**src/rtl/uart_tx_fifo_pkg.sv**
```systemverilog
// Shared definitions for the UART transmit path.
//  UART_DATA_W : default byte width, matches the uart_tx data width
//  state_t     : drain FSM states of uart_tx_fifo
package uart_tx_fifo_pkg;

  localparam int UART_DATA_W = 8;

  typedef enum logic [1:0] {
    S_IDLE    = 2'd0,
    S_WAIT_HI = 2'd1,
    S_WAIT_LO = 2'd2
  } state_t;

endpackage

```
**src/rtl/uart_tx_fifo_mem.sv**
```systemverilog
// Storage array for uart_tx_fifo: DEPTH x DATA_W register file with one
// synchronous write port and one asynchronous read port. Storage is not reset.
//  clk      : system clock
//  wr_en    : write strobe (already qualified by the owner, e.g. not full)
//  wr_addr  : write address
//  wr_data  : write data
//  rd_addr  : read address
//  rd_data  : combinational read data at rd_addr
module uart_tx_fifo_mem #(
  parameter int DATA_W = 8,
  parameter int DEPTH  = 16
) (
  input  logic                       clk,
  input  logic                       wr_en,
  input  logic [$clog2(DEPTH)-1:0]   wr_addr,
  input  logic [DATA_W-1:0]          wr_data,
  input  logic [$clog2(DEPTH)-1:0]   rd_addr,
  output logic [DATA_W-1:0]          rd_data
);

  logic [DATA_W-1:0] mem [DEPTH];

  always_ff @(posedge clk) begin
    if (wr_en) begin
      mem[wr_addr] <= wr_data;
    end
  end

  // Async read lets the drain FSM launch a byte the cycle after it is written.
  assign rd_data = mem[rd_addr];

endmodule

```
**src/rtl/uart_tx_fifo.sv**
```systemverilog
// Byte buffer and launch controller in front of uart_tx. Producers write bytes
// at any rate; the drain FSM hands them to uart_tx one at a time using the
// tx_start / tx_data / tx_busy handshake.
//  clk       : system clock
//  rst_n     : asynchronous reset, active-low (discards all buffered data)
//  wr_en     : write strobe, one byte per cycle
//  wr_data   : byte to enqueue
//  full      : FIFO holds DEPTH entries
//  empty     : FIFO holds no entries
//  count     : occupancy 0..DEPTH
//  overflow  : sticky, set when a write is attempted while full
//  ovf_clr   : clears overflow (a simultaneous overflowing write wins)
//  tx_busy   : frame in progress, from uart_tx
//  tx_start  : single-cycle launch pulse to uart_tx
//  tx_data   : byte to uart_tx, held from one tx_start to the next
module uart_tx_fifo
  import uart_tx_fifo_pkg::*;
#(
  parameter  int DATA_W    = UART_DATA_W,
  parameter  int DEPTH     = 16,
  parameter  int BUSY_WAIT = 4,
  localparam int ADDR_W    = $clog2(DEPTH)
) (
  input  logic              clk,
  input  logic              rst_n,
  input  logic              wr_en,
  input  logic [DATA_W-1:0] wr_data,
  output logic              full,
  output logic              empty,
  output logic [ADDR_W:0]   count,
  output logic              overflow,
  input  logic              ovf_clr,
  input  logic              tx_busy,
  output logic              tx_start,
  output logic [DATA_W-1:0] tx_data
);

  localparam int WAIT_W = ($clog2(BUSY_WAIT + 1) > 0) ? $clog2(BUSY_WAIT + 1) : 1;
  localparam logic [WAIT_W-1:0] WAIT_LAST  = WAIT_W'(BUSY_WAIT);
  localparam logic [ADDR_W:0]   FULL_COUNT = (ADDR_W + 1)'(DEPTH);

  state_t              state_reg;
  logic [ADDR_W-1:0]   wr_ptr_reg;
  logic [ADDR_W-1:0]   rd_ptr_reg;
  logic [WAIT_W-1:0]   wait_cnt_reg;
  logic [ADDR_W:0]     count_next;
  logic [DATA_W-1:0]   rd_data;
  logic                wr_accept;
  logic                pop;

  // A write while full is refused even if a pop happens in the same cycle.
  assign wr_accept = wr_en && !full;
  assign pop       = (state_reg == S_IDLE) && !empty && !tx_busy;

  always_comb begin
    count_next = count;
    case ({wr_accept, pop})
      2'b10:   count_next = count + 1'b1;
      2'b01:   count_next = count - 1'b1;
      default: count_next = count;
    endcase
  end

  uart_tx_fifo_mem #(
    .DATA_W (DATA_W),
    .DEPTH  (DEPTH)
  ) u_mem (
    .clk     (clk),
    .wr_en   (wr_accept),
    .wr_addr (wr_ptr_reg),
    .wr_data (wr_data),
    .rd_addr (rd_ptr_reg),
    .rd_data (rd_data)
  );

  // Occupancy, flags and write side.
  always_ff @(posedge clk or negedge rst_n) begin
    if (!rst_n) begin
      wr_ptr_reg <= '0;
      count      <= '0;
      full       <= 1'b0;
      empty      <= 1'b1;
      overflow   <= 1'b0;
    end else begin
      count <= count_next;
      full  <= (count_next == FULL_COUNT);
      empty <= (count_next == '0);
      if (wr_accept) begin
        wr_ptr_reg <= wr_ptr_reg + 1'b1;
      end
      if (wr_en && full) begin
        overflow <= 1'b1;
      end else if (ovf_clr) begin
        overflow <= 1'b0;
      end
    end
  end

  // Drain FSM.
  always_ff @(posedge clk or negedge rst_n) begin
    if (!rst_n) begin
      state_reg    <= S_IDLE;
      rd_ptr_reg   <= '0;
      wait_cnt_reg <= '0;
      tx_start     <= 1'b0;
      tx_data      <= '0;
    end else begin
      case (state_reg)
        S_IDLE: begin
          if (pop) begin
            tx_data      <= rd_data;
            tx_start     <= 1'b1;
            rd_ptr_reg   <= rd_ptr_reg + 1'b1;
            wait_cnt_reg <= '0;
            state_reg    <= S_WAIT_HI;
          end
        end
        S_WAIT_HI: begin
          tx_start <= 1'b0;
          if (tx_busy) begin
            state_reg <= S_WAIT_LO;
          end else if (!tx_start) begin
            // The pulse cycle itself is not counted: uart_tx only samples
            // tx_start on that edge, so busy cannot appear any earlier. This
            // also keeps launches at least 3 cycles apart on a timeout.
            if (wait_cnt_reg == WAIT_LAST) begin
              state_reg <= S_IDLE;
            end else begin
              wait_cnt_reg <= wait_cnt_reg + 1'b1;
            end
          end
        end
        S_WAIT_LO: begin
          if (!tx_busy) begin
            state_reg <= S_IDLE;
          end
        end
        default: begin
          state_reg <= S_IDLE;
          tx_start  <= 1'b0;
        end
      endcase
    end
  end

endmodule
```
**config.mk**
```make
export PLATFORM = sky130hd
export DESIGN_NAME = uart_tx_fifo
export DESIGN_NICKNAME = d
export VERILOG_FILES = /design/src/rtl/uart_tx_fifo_pkg.sv /design/src/rtl/uart_tx_fifo_mem.sv /design/src/rtl/uart_tx_fifo.sv
export SDC_FILE = /design/constraint.sdc
export NUM_CORES = 1
export LEC_CHECK = 0
export ABC_AREA = 1
export CAP_MARGIN = 0
export CELL_PAD_IN_SITES_DETAIL_PLACEMENT = 0
export CELL_PAD_IN_SITES_GLOBAL_PLACEMENT = 1
export CORE_MARGIN = 5
export CORE_UTILIZATION = 30
export DETAILED_ROUTE_END_ITERATION = 8
export PLACE_DENSITY_LB_ADDON = 0.08
export RECOVER_POWER = 50
export SETUP_SLACK_MARGIN = 0.5
export SLEW_MARGIN = 10
export SYNTH_ARGS = -nofsm -noshare
export SYNTH_HDL_FRONTEND = slang
export SYNTH_SLANG_ARGS = --single-unit
```
**constraint.sdc**
```tcl
create_clock -name clk -period 2.4 [get_ports clk]
set_input_delay 0.48 -clock clk [delete_from_list [all_inputs] [get_ports clk]]
set_output_delay 0.48 -clock clk [all_outputs]
set_load 0.01 [all_outputs]
```
# --- Word level (Yosys, flattened, before mapping) ---
# Memories as Yosys holds them, arrays and structs flattened. A register that Yosys moved wholly into a read port is not among the register bits.
# Index checks and enable logic that the tools add are counted.
totals:
  ff_bits: 22
  latchBits: 0
  mem_bits_rw: 128
  rom_bits: 0
  in_bits: 13
  output_inout_bits: 17
  wordCells: 63
  memories: 1
classes:
  n_addsub: 5
  multipliers: 0
  n_div: 0
  magnitude_cmp: 0
  n_eq_ne: 13
  shift: 0
  muxes: 18
  bitwise: 1
  n_reduce_logical: 16
memory_table:
  columns: ["memory", "depth", "word_bits", "rd", "rd_ports_with_merged_regs", "write_ports", "line_no", "text"]
  rows:
  - ["u_mem.mem", 16, 8, 1, 1, 1, "uart_tx_fifo_mem.sv:21", "logic [DATA_W-1:0] mem [DEPTH];"]
ops:
  columns: ["op", "count"]
  rows:
  - ["3-bit two-way mux", 4]
  - ["2-bit two-way mux", 5]
  - ["2-bit != test, second input constant", 5]
  - ["5-bit case mux with 2 select lines", 1]
  - ["4-bit by 1-bit adder with 4-bit output, second input constant", 2]
  - ["3-bit != test, second input constant", 2]
  - ["2-bit case mux with 3 select lines", 1]
  - ["3-bit case mux with 2 select lines", 1]
  - ["5-bit by 1-bit adder with 5-bit output, second input constant", 1]
  - ["5-bit equality test, second input constant", 1]
  - ["5-bit logical NOT", 1]
  - ["1-bit two-way mux", 5]
  - ["5-bit AND reduction", 1]
  - ["5-bit by 1-bit subtractor with 5-bit output, second input constant", 1]
  - ["2-bit by 1-bit equality test with 1-bit output, second input constant", 2]
  - ["2-bit equality test, second input constant", 2]
  - ["1-bit logical AND", 4]
  - ["1-bit logical NOT", 4]
  - ["2-bit AND reduction", 2]
  - ["4-bit AND reduction", 1]
  - ["2-bit nonzero test", 2]
  - ["3-bit by 1-bit adder with 3-bit output, second input constant", 1]
  - ["3-bit equality test, second input constant", 1]
  - ["2-bit logical NOT", 1]
  - ["other kinds (2)", 2]

# --- Logic depth before layout (Yosys ltp) ---
logic_depth:
  word_depth: 6
  ltp_mapped: 18

# --- By module ---
# Synthesis repeated with hierarchy kept, for this count alone.
hier_totals:
  hier_cells: 709
  hier_area_um2: 7073.0
by_module_without_submodules:
  columns: ["mod", "instances", "cells_each", "area_per_inst_um2", "seq_area_each_um2"]
  rows:
  - ["uart_tx_fifo_mem", 1, 543, 5606.6, 3843.7]
  - ["uart_tx_fifo", 1, 166, 1466.4, 752.0]

# --- Least setup slack after synthesis ---
# No wires, ideal clock.
synth_path:
  path_type: "reg2reg"
  start: "register empty"
  end: "register full"
  arrival_time_ps: 2045
  required_ps: 2331
  slack_ps: 286
  path_stages_with_launch: 13
  period_less_slack_ps: 2114
  cell_sequence: "dfstp_2 -> nor2_4 -> nand2_1 -> inv_1 -> buf_2 -> ha_1 -> inv_2 -> nand2_1 -> o21ai_0 -> or2_0 -> nor2_1 -> nand3_1 -> nor2_2"
synth_between:
  elab_chain_len: 6
synth_rtl:
  columns: ["element", "line_no", "text"]
  rows:
  - ["from (decl)", "uart_tx_fifo.sv:29", "output logic empty,"]
  - ["from (signal assigned)", "uart_tx_fifo.sv:87", "empty <= (count_next == '0);"]
  - ["1-bit logical NOT *", "uart_tx_fifo.sv:53", "assign pop = (state_reg == S_IDLE) && !empty && !tx_busy;"]
  - ["1-bit logical AND * (2 in series)", "uart_tx_fifo.sv:53", null]
  - ["2-bit by 1-bit equality test with 1-bit output or 2-bit equality test (tied branches)", "uart_tx_fifo.sv:57", "case ({wr_accept, pop})"]
  - ["5-bit case mux with 2 select lines *", "uart_tx_fifo.sv:57", null]
  - ["named net count_next[1]", "uart_tx_fifo.sv:46", "logic [ADDR_W:0] count_next;"]
  - ["5-bit equality test *", "uart_tx_fifo.sv:86", "full <= (count_next == FULL_COUNT);"]
  - ["to (signal assigned)", "uart_tx_fifo.sv:86", null]
  - ["to (decl)", "uart_tx_fifo.sv:28", "output logic full,"]
# The timed path passes the listed nets; every way through them passes the cells marked *.
# A chain may end at the register's enable or synchronous reset.

# --- Final worst setup path ---
layout_path:
  start: "register state_reg[1]"
  end: "register empty"
layout_between:
  elab_chain_len: 6
layout_rtl:
  columns: ["element", "line_no", "text"]
  rows:
  - ["from (decl)", "uart_tx_fifo.sv:42", "state_t state_reg;"]
  - ["from (signal assigned)", "uart_tx_fifo.sv:102", "state_reg <= S_IDLE;"]
  - ["from (signal assigned)", "uart_tx_fifo.sv:115", "state_reg <= S_WAIT_HI;"]
  - ["from (signal assigned)", "uart_tx_fifo.sv:121", "state_reg <= S_WAIT_LO;"]
  - ["2-bit logical NOT *", "uart_tx_fifo.sv:53", null]
  - ["1-bit logical AND * (2 in series)", "uart_tx_fifo.sv:53", null]
  - ["2-bit by 1-bit equality test with 1-bit output or 2-bit equality test (tied branches)", "uart_tx_fifo.sv:57", null]
  - ["5-bit case mux with 2 select lines *", "uart_tx_fifo.sv:57", null]
  - ["named net count_next[1]", "uart_tx_fifo.sv:46", null]
  - ["5-bit logical NOT *", "uart_tx_fifo.sv:87", null]
# Marked as above.

==> flow_summary.json <==
{
  "status": "finished clean",
  "syn_nets": 556,
  "dieArea_um2": 24800,
  "drt_iter0_drc": 201,
  "maxSlewViolCount": 0,
  "fin_tns_setup_ps": 0,
  "firstDrtPassIters": 4,
  "r2r_slack_ps": 430,
  "io_buffers": 29,
  "final_layout_size_suffix_gt1_share_pct": 16.9,
  "synth_area_leader_cell": "edfxtp_1",
  "netlist_area_um2": 6520,
  "finClkSkew_ps": 9.32,
  "seqPwrFrac_pct": 36.4,
  "vias": 4162,
  "largest_register_ffs": 128,
  "clock_sinks": 158,
  "internal_power_w": 0.00682,
  "required_ps": 2760,
  "start_kind": "flop",
  "areaGrowthSynthToFinish_pct": 25.2,
  "io_pins": 30,
  "period_share_pct": 82.2,
  "via_per_inst": 4.66,
  "critical_path_class": "flop to flop",
  "grt_max_degree": 32,
  "crit_path_end_kind": "flop",
  "pwr-share-comb_pct": 33.3,
  "p_per_area_nw_per_um2": 1270,
  "drt-wirelength-per-cell_um": 17.9,
  "place_congestion": 0.749,
  "slew-limit-headroom_pct": 45.1,
  "drc_errors": 0,
  "cts.clk_slew.worst_paths_ps": 70,
  "totalWireLength_mm": 16.0,
  "track_usage_pct": 13.7,
  "tightest_slew_ps": 824,
  "initial_core_util_pct": 30.2,
  "cts_tree": "done",
  "yosysWarnings": 0,
  "grt_pass1_wl_mm": 25.2,
  "fp.dieH_um": 157,
  "fin_cells": 894,
  "crit_arrival_ps": 2340,
  "reg2reg_depth": 11,
  "ys_ff_latch": 158,
  "coreArea_um2": 21600,
  "placed_area_um2": 7360,
  "rsz0062_at_grt": "true",
  "hold_buffers": 0,
  "max_freq_mhz": 507,
  "std_cell_rows": 54,
  "die_w_um": 157,
  "stdcell_area_um2": 8170,
  "synth-seq-area-share_pct": 70.4,
  "ant_nets": 0,
  "avgSynthCellArea_um2": 12.2,
  "cap_violations": 0,
  "clockBufferDepth": 2,
  "p_total_w": 0.0104,
  "crit_fanout": 3,
  "power_frac_clock_pct": 30.3,
  "whs_ps": 152,
  "grt-ovfl-total": 0,
  "cts_buffers": 17,
  "sw_frac_of_total_pct": 34.1,
  "peakVddDrop_uv": 458,
  "top_register": "u_mem.mem",
  "top_regs": "u_mem.mem x128, tx_data x8, count x5",
  "dpl.cell_count": 853,
  "nFillCells": 2100,
  "yosys.area.top_type_share_pct": 58.9,
  "cts_max_level": 4,
  "synthTopCellsByArea": "edfxtp_1 (59%), dfrtp_1 (11%), o21ai_0 (5.6%)",
  "hp-class": "input pin to async pin",
  "root_buffer": "clkbuf_16",
  "yosys.cell_types.count": 36,
  "p_leak_nw": 2.99,
  "hpwl_mm": 10.6,
  "hold_viol_final": 0,
  "setup_violations": 0,
  "p_sw_w": 0.00354,
  "syn_inst": 534,
  "final_nets": 623,
  "rr_startpoint": "state_reg[1]",
  "clkLatencyLatePin_ps": 420,
  "grt_antenna_before_repair": 0,
  "antennaDiodeCount": 0,
  "fin_crit_ps": 1970,
  "grt_pass1_vias": 4260,
  "r2r-end": "empty"
}
-- final cells by class --
| cell class | count | area [um2] | share of cell area [%] |
|---|---|---|---|
| inverters | 35 | 139 | 1.70 |
| multi-input cells | 315 | 1720 | 21.0 |
| clock inverters | 15 | 268 | 3.28 |
| flip-flops and latches | 158 | 4600 | 56.4 |
| well taps | 280 | 350 | 4.29 |
| repair buffers | 74 | 663 | 8.12 |
| clock buffers | 17 | 425 | 5.21 |
-- per-stage QoR --
stage | setup slack [ps] | util (%)
finish | 427 | 37.8
global route | 229 | 37.8
CTS | 493 | 37.4
detailed placement | -46.7 | 34.0
global placement | -39.4 | 34.0
floorplan | 509 | -
-- how the worst max path moves through the flow --
stage / start / slack, ps / cells past startpoint / to
3_5_place_dp: tx_busy / -50 / 13 / full
5_1_grt: full / 230 / 15 / full
3_3_place_gp: tx_busy / -40 / 13 / full
6_report: state_reg[1] / 430 / 11 / empty
2_1_floorplan: tx_busy / 510 / 12 / full
4_1_cts: empty / 490 / 12 / empty
-- cells by family after synthesis --
family / count (synthesis) / synth area share [%]
AOI/OAI and AO/OA: 127 / 11.3
xor gates and xnor gates: 8 / 1.19
adders and majority gates: 9 / 1.73
buffers and inverters: 61 / 3.80
DFF: 158 / 70.4
and+or+nand+nor: 171 / 11.6
-- critical path, cell delays in order (launching register included) --
cell     delay [ps]
dfrtp_2         410
nor2_1          310
nand4_1         170
nand2_1         110
inv_2            50
ha_4            220
nand2_1          60
o21ai_2          50
or2_0           200
nor2_1          130
nand3_2         100
nor2_1          100
-- cell usage after synthesis --
cell,count
inv_2,3
o22ai_1,6
xor2_1,6
nand2_1,38
nand3_2,1
o21bai_1,1
xor2_2,1
nand2_4,2
o41ai_1,1
o221ai_1,20
a21oi_1,13
inv_1,31
clkbuf_1,15
nor2_2,1
nand4_2,1
nor2_4,2
nor3_1,1
xnor2_1,1
buf_2,6
o21ai_0,73
nand4_1,5
dfstp_2,1
dfrtp_1,29
buf_1,2
nor2_1,93
buf_4,3
nand2_2,3
nand3_4,1
and3_1,1
o21ai_1,5
or2_0,1
a31oi_1,8
clkinv_1,1
nand3_1,21
edfxtp_1,128
ha_1,9
-- cells in the final DEF, fill, tap and decap left out, drive strengths merged --
cell type,netlist,final
dfstp,1,1
clkinv,1,5
o41ai,1,1
nand3,23,23
buf,11,41
bufinv,0,7
edfxtp,128,128
o22ai,6,6
xor2,7,7
xnor2,1,1
dlygate4sd2,0,3
clkdlybuf4s50,0,11
clkinvlp,0,3
o21ai,78,78
nand2,43,43
dfrtp,29,29
nand4,6,6
ha,9,9
dlymetal6s2s,0,6
a31oi,8,8
inv,34,35
a21oi,13,13
o221ai,20,20
dlygate4sd3,0,8
nor3,1,1
clkbuf,15,22
nor2,96,96
o21bai,1,1
or2,1,1
and3,1,1
-- power by group through the flow --
stage               combinational [W]  sequential, W  clock [W]
finish                        0.00345        0.00377    0.00314
global route                  0.00390        0.00383    0.00334
CTS                           0.00346        0.00377    0.00321
detailed placement            0.00338        0.00383          0
global placement              0.00337        0.00383          0
floorplan                     0.00207        0.00374          0
-- timing repair --
item                       in CTS  in global routing
setup endpoints to repair       7                 17
gates resized for setup         8                 24
pin swaps                       7                 12
buffers inserted                5                  4
-- routing by layer --
layer  wire length, um  part of all wire [%]  global-route usage (%)  up-vias
li1                  -                     -                       -     2051
met1              7580                    47                    18.9     2034
met2              7650                    48                    21.7       60
met3               545                   3.4                    2.42       17
met4               229                   1.4                    4.83        0
met5                 0                     0                       0        -
Power figures use the tool's default switching activity.
